<file path="src/rtl/proc_pkg.sv">
// Shared definitions for the fetch path: FSM encoding, PC stepping and the
// instruction immediate field used to build jump targets.
package proc_pkg;

    typedef enum logic [1:0] {
        IDLE  = 2'd0,
        FETCH = 2'd1,
        HOLD  = 2'd2
    } fetch_state_e;

    localparam int          ADDR_W   = 16;
    localparam int          REGION_W = 2;
    localparam int          PC_STEP  = 2;
    localparam logic [15:0] RESET_PC = 16'h0000;

    localparam int IMM_HI = 12;
    localparam int IMM_LO = 0;

endpackage

</file>
<file path="src/rtl/pc_next_sel.sv">
// Next-PC selection: sequential increment, region-preserving jump target
// and the mux between them.
module pc_next_sel
    import proc_pkg::*;
#(
    parameter int ADDR_W   = 16,
    parameter int REGION_W = 2,
    parameter int PC_STEP  = 2
) (
    input  logic [ADDR_W-1:0]      pc,
    input  logic [ADDR_W-1:0]      pc_inc,
    input  logic [IMM_HI-IMM_LO:0] imm,
    input  logic                   jump_taken,
    output logic [ADDR_W-1:0]      pc_inc_next,
    output logic [ADDR_W-1:0]      jump_target,
    output logic [ADDR_W-1:0]      pc_sel
);

    assign pc_inc_next = pc + ADDR_W'(PC_STEP);

    // Region bits come from the incremented PC so a jump in a region's last
    // word lands in the following region.
    assign jump_target = {pc_inc[ADDR_W-1 -: REGION_W], imm, 1'b0};

    assign pc_sel = jump_taken ? jump_target : pc_inc;

endmodule

</file>
<file path="src/rtl/pc_jump_fetch_unit.sv">
// Program counter owner and instruction fetch handshake: fetches one word,
// holds it in IR until the control unit retires it, then steps or jumps.
module pc_jump_fetch_unit #(
    parameter int          ADDR_W   = proc_pkg::ADDR_W,
    parameter int          REGION_W = proc_pkg::REGION_W,
    parameter int          PC_STEP  = proc_pkg::PC_STEP,
    parameter logic [15:0] RESET_PC = proc_pkg::RESET_PC
) (
    input  logic              CLK,
    input  logic              Reset,
    input  logic              FetchEn,
    input  logic              Advance,
    input  logic              JumpTaken,
    input  logic              MemReady,
    input  logic [15:0]       MemData,
    output logic              MemRead,
    output logic [ADDR_W-1:0] MemAddr,
    output logic [ADDR_W-1:0] PC,
    output logic [15:0]       IR,
    output logic              InstrValid,
    output logic [ADDR_W-1:0] JumpTarget
);
    import proc_pkg::*;

    fetch_state_e      state_q, state_d;
    logic [ADDR_W-1:0] pc_q, pc_d;
    logic [ADDR_W-1:0] pc_inc_q, pc_inc_d;
    logic [15:0]       ir_q, ir_d;
    logic              valid_q, valid_d;
    logic              mem_read_q, mem_read_d;

    logic [ADDR_W-1:0] pc_inc_next;
    logic [ADDR_W-1:0] jump_target;
    logic [ADDR_W-1:0] pc_sel;

    pc_next_sel #(
        .ADDR_W   (ADDR_W),
        .REGION_W (REGION_W),
        .PC_STEP  (PC_STEP)
    ) u_pc_next_sel (
        .pc          (pc_q),
        .pc_inc      (pc_inc_q),
        .imm         (ir_q[IMM_HI:IMM_LO]),
        .jump_taken  (JumpTaken),
        .pc_inc_next (pc_inc_next),
        .jump_target (jump_target),
        .pc_sel      (pc_sel)
    );

    always_comb begin
        state_d    = state_q;
        pc_d       = pc_q;
        pc_inc_d   = pc_inc_q;
        ir_d       = ir_q;
        valid_d    = valid_q;
        mem_read_d = mem_read_q;
        case (state_q)
            IDLE: begin
                if (FetchEn) begin
                    state_d    = FETCH;
                    mem_read_d = 1'b1;
                end
            end
            FETCH: begin
                // FetchEn is deliberately ignored here: a started fetch completes.
                if (MemReady) begin
                    ir_d       = MemData;
                    pc_inc_d   = pc_inc_next;
                    valid_d    = 1'b1;
                    mem_read_d = 1'b0;
                    state_d    = HOLD;
                end
            end
            HOLD: begin
                if (Advance) begin
                    valid_d = 1'b0;
                    pc_d    = pc_sel;
                    if (FetchEn) begin
                        state_d    = FETCH;
                        mem_read_d = 1'b1;
                    end else begin
                        state_d = IDLE;
                    end
                end
            end
            default: begin
                state_d    = IDLE;
                mem_read_d = 1'b0;
            end
        endcase
    end

    always_ff @(posedge CLK) begin
        if (Reset) begin
            state_q    <= IDLE;
            pc_q       <= ADDR_W'(RESET_PC);
            pc_inc_q   <= '0;
            ir_q       <= '0;
            valid_q    <= 1'b0;
            mem_read_q <= 1'b0;
        end else begin
            state_q    <= state_d;
            pc_q       <= pc_d;
            pc_inc_q   <= pc_inc_d;
            ir_q       <= ir_d;
            valid_q    <= valid_d;
            mem_read_q <= mem_read_d;
        end
    end

    assign MemRead    = mem_read_q;
    assign MemAddr    = pc_q;
    assign PC         = pc_q;
    assign IR         = ir_q;
    assign InstrValid = valid_q;
    assign JumpTarget = jump_target;

endmodule

</file>
<file path="config.mk">
export PLATFORM = sky130hd
export DESIGN_NAME = pc_jump_fetch_unit
export DESIGN_NICKNAME = d
export VERILOG_FILES = /design/src/rtl/proc_pkg.sv /design/src/rtl/pc_next_sel.sv /design/src/rtl/pc_jump_fetch_unit.sv
export SDC_FILE = /design/constraint.sdc
export NUM_CORES = 1
export LEC_CHECK = 0
export ABC_AREA = 1
export CAP_MARGIN = 20
export CORE_UTILIZATION = 46
export DETAILED_ROUTE_END_ITERATION = 12
export PLACE_DENSITY = 0.79
export SLEW_MARGIN = 20
export SYNTH_ARGS = -nofsm -noshare
export SYNTH_HDL_FRONTEND = slang
export SYNTH_SLANG_ARGS = --single-unit
</file>
<file path="constraint.sdc">
create_clock -name CLK -period 1.4 [get_ports CLK]
set_input_delay 0.14 -clock CLK [delete_from_list [all_inputs] [get_ports CLK]]
set_output_delay 0.14 -clock CLK [all_outputs]
set_load 0.1 [all_outputs]
</file>
### Word-level counts from Yosys, hierarchy flattened

Index checks and enable logic that the tools add are counted.

* register bits after elaboration: 52
* bits in latches: 0
* RAM bits: 0
* ROM bits: 0
* bits of input ports: 22
* output and inout port bits: 66
* logic and storage cells: 32
* memories: 0

* $add $sub $neg: 1
* multipliers: 0
* divide/modulo/power cells: 0
* magnitude comparators: 0
* equal/unequal tests: 5
* shift-type cells: 0
* muxes and demuxes: 13
* bitwise gates (word level): 0
* reduce and logical (&&, ||, !) cells: 7

Operators by type and width (count)
* $add A16 B2 Y16 const B: 1
* $mux W14: 1
* $mux W1: 6
* $mux W2: 3
* $ne A2 B2 Y1 const B: 3
* $pmux W2 S3: 1
* $reduce_and A2 Y1: 3
* $reduce_and A3 Y1: 2
* $pmux W1 S3: 1
* $eq A2 B1 Y1 const B: 1
* $eq A2 B2 Y1 const B: 1
* $logic_not A2 Y1: 1
* $pmux W1 S2: 1
* $reduce_bool A2 Y1: 1

### Depth between registers and ports, before layout

* depth in word-level cells: 3
* mapped depth: 8
* mapped depth without buffers: 8

### Cells and area by module

A second synthesis with hierarchy kept.

* cell total of the unflattened synthesis: 351
* area total of the unflattened synthesis: 2746.4 µm²

By module, submodules not included
* pc_jump_fetch_unit: times used 1, cells an instance 245, area each 2077.0 µm², seq. area each 1041.0 µm²
* pc_next_sel: times used 1, cells an instance 106, area each 669.4 µm², seq. area each 0.0 µm²

### Worst setup path before layout

No wires, ideal clock.

* path type: register to register
* start: register pc_q[2] (netlist: MemAddr[2])
* end: register pc_inc_q[15]
* setup time: 109 ps
* arrival: 2000 ps
* data required time: 1291 ps
* setup slack: -709 ps
* cell stages (with the launch flop): 9
* path buffers: 0
* period minus slack after synthesis: 2109 ps
* path through: dfxtp_1 -> ha_1 -> nand3_1 -> nor2_1 -> nand3_1 -> nand2_1 -> nand3_1 -> nand2_1 -> inv_1

* cells in the longest elaborated chain, start to end: 1

Ends and longest elaborated chain
* start: declaration: RTL line pc_jump_fetch_unit.sv:26 `logic [ADDR_W-1:0] pc_q, pc_d;`
* start signal: assignment: RTL line pc_jump_fetch_unit.sv:96 `pc_q <= ADDR_W'(RESET_PC);`
* start signal: assignment: RTL line pc_jump_fetch_unit.sv:103 `pc_q <= pc_d;`
* $add A16 B2 Y16: RTL line pc_next_sel.sv:19 `assign pc_inc_next = pc + ADDR_W'(PC_STEP);`
* end signal: assignment: RTL line pc_jump_fetch_unit.sv:104 `pc_inc_q <= pc_inc_d;`
* end: declaration: RTL line pc_jump_fetch_unit.sv:27 `logic [ADDR_W-1:0] pc_inc_q, pc_inc_d;`

No other way between the ends.
A chain may end at the register's enable or synchronous reset.

### Final worst setup path

* start: register pc_q[1] (netlist: MemAddr[1])
* end: register pc_inc_q[11]

Same word-level chain as after synthesis.

==> results_dict.tcl <==
set metrics [dict create \
    synth_area_um2 2609 \
    period_share 0.9238 \
    holdWs_ps 380.4 \
    gr-total-overflow 0 \
    synth_top_cells_by_area "dfxtp_1, nand2_1, buf_4" \
    slowest_delay_ps 380 \
    worstSkewPairLatency_ps 310 \
    grt_pass1_wl_mm 11.70 \
    placed_cells 487 \
    syn_to_final_growth_pct 59.90 \
    fmax_mhz 773.2 \
    path_class "flop to flop" \
    drc_errors 0 \
    portBuffers 86 \
    cp_slowest_cell "dfxtp_4" \
    antenna_cells 0 \
    fillCellCount 348 \
    irDropWorstVdd_mv 0.6944 \
    first_iter_violations 321 \
    hold_path.class "input port to flop" \
    syn_avg_cell_area_um2 7.147 \
    initial_utilization 0.4767 \
    final_common_cell "nand2_1" \
    drtPass1Iterations 6 \
    post-cts-setup-buffers 0 \
    critPathMaxFanout 5 \
    cts_sinks 52 \
    vias 2592 \
    max_cap_viol_count 0 \
    synthCells 365 \
    cts_tree "built" \
    rr_worst_depth 8 \
    dieArea_um2 5976 \
    min_period_ps 1293 \
    skew_ps 12.73 \
    synthesis.nets 388 \
    final-hold-violation-count 0 \
    multi_input_area_um2 1070 \
    hold_depth 3 \
    grt_setup_unrepaired "no" \
    routed_wl_mm 7.235 \
    status "completed" \
    slew_violations 0 \
    die_height_um 77.31 \
    clock-root-buffer "clkbuf_8" \
    gr-usage-met2 0.4363 \
    synth_cell_type_count 24 \
    clock_path_buffers 2 \
    p_total_mw 3.636 \
    hpwl_mm 5.432 \
    yosys_warnings 0 \
    setup_tns_ps 0 \
    cp-end-kind "flop" \
    yosysSeqAreaShare 0.3990 \
    drive_above_1_share 0.2955 \
    row_count 27 \
    fin_cells 495 \
    vias_per_cell 5.236 \
    grtUsageMet3 0.05357 \
    setup_violations 0 \
    layout_common_cells "nand2_1, buf_12, a21oi_1" \
    worstPathCellList "ha_4 > nand2_1 > nor2_2 > nand2_1 > o21bai_1 > nand3_1 > nand2_1 > inv_1" \
    busiest_layer "met2" \
    synth_top_area_share 0.3990 \
    crit_top_cell "nand2_1" \
    htree_num_levels 2 \
    crit_path_start_kind "flop" \
    fin_nets 445 \
    ioPinCount 88 \
    grtUsageTotal 0.2485 \
    yosysTopAreaCell "dfxtp_1" \
    ff_latch_area_um2 1106 \
    grt_max_degree 30 \
    cp.required_ps 1620 \
    coreArea_um2 5473 \
    power_density_nw_per_um2 871.7 \
    antenna_left 0 \
    place_worst_setup_slack_ps -56.01 \
    place.gp.congestion 0.8377 \
    clk_pin_slew_ps 100 \
    cts_inserted_buffers 5 \
    antenna_found_initial 0 \
    p_leak_nw 1.586 \
    met1_usage 0.2871 \
    r2r_slack_ps 110 \
    grt_pass1_vias 2436 \
    routedWlPerCell_um 14.62 \
    setup_slack_ps 106.7 \
    arrival_ps 1510 \
    die_w_um 77.31 \
    synth_seq_cells 52 \
]
==> Yosys cell counts (all sizes together) <==
cell type,instances
dfxtp,52
a31oi,1
nand2,89
xor2,6
o21ai,32
nand4,7
inv,44
a21oi,49
conb,1
o21bai,2
o21a,2
clkbuf,4
nor2,11
ha,1
nand3,17
clkinv,1
buf,46
==> registers in the layout (all words and copies together), names as in the netlist <==
signal and count:
IR 16, MemAddr 16, pc_inc_q 16, state_q 2
InstrValid 1, MemRead 1
==> critical path, delay by kind of cell, from the launching register on <==
| kind | cells | cell delay (ps) |
|---|---|---|
| AO/OA/AOI/OAI | 1 | 130 |
| adder cells (fa/ha/maj) | 1 | 140 |
| buffers and inverters | 1 | 40 |
| flip-flops | 1 | 380 |
| AND/OR/NAND/NOR | 5 | 510 |
==> timing repair <==
item | CTS | global route
endpoints found under the hold margin | 0 | 0
resized for setup | 0 | 3
hold buffers | 0 | 0
setup endpoints to repair | 0 | 4
==> report_power, final <==
| group | switching (mW) | total (mW) | internal [mW] | leakage [nW] |
|---|---|---|---|---|
| clock | 0.488 | 0.891 | 0.403 | 0.0445 |
| sequential | 0.0938 | 1.63 | 1.54 | 0.440 |
| combinational | 0.716 | 1.11 | 0.399 | 1.10 |
==> routing by layer <==
layer | wire (um) | vias to the layer above | share of wire
met5 | 0 | - | 0
met4 | 97 | 0 | 0.013
met3 | 507 | 13 | 0.070
met2 | 3846 | 144 | 0.53
met1 | 2784 | 1192 | 0.38
li1 | - | 1243 | -
==> logic make-up (layout without fill, tap and decap cells) <==
family,Yosys count,in the layout,share of synthesized area
fa+ha+maj,1,1,0.004795
xor+xnor,6,6,0.02014
buf+inv,95,153,0.2005
other cells,1,1,0.001437
simple gates,124,124,0.2048
flops,52,52,0.3990
compound gates,86,86,0.1693
==> per-stage QoR <==
stage | utilization | area [um2]
floorplan | - | 2689
global placement | 0.7433 | 4068
detailed placement | 0.7433 | 4068
CTS | 0.7604 | 4161
global route | 0.7622 | 4172
finish | 0.7622 | 4172
==> layout make-up <==
cell class,instances,share of cell area
clock inverter,1,0.001800
clock buffer,7,0.02070
sequential,52,0.2651
inverter,45,0.04079
multi-input combinational,218,0.2564
tap,72,0.02160
timing repair buffer,100,0.3935
==> path summary, 6_finish.rpt <==
kind                    start      endpoint
setup / recovery   MemAddr[1]  pc_inc_q[11]
hold / removal     MemData[7]         IR[7]
setup reg to reg   MemAddr[1]  pc_inc_q[11]
hold reg to reg   pc_inc_q[1]   pc_inc_q[1]
Note: power is estimated with default switching activity, not from simulation.
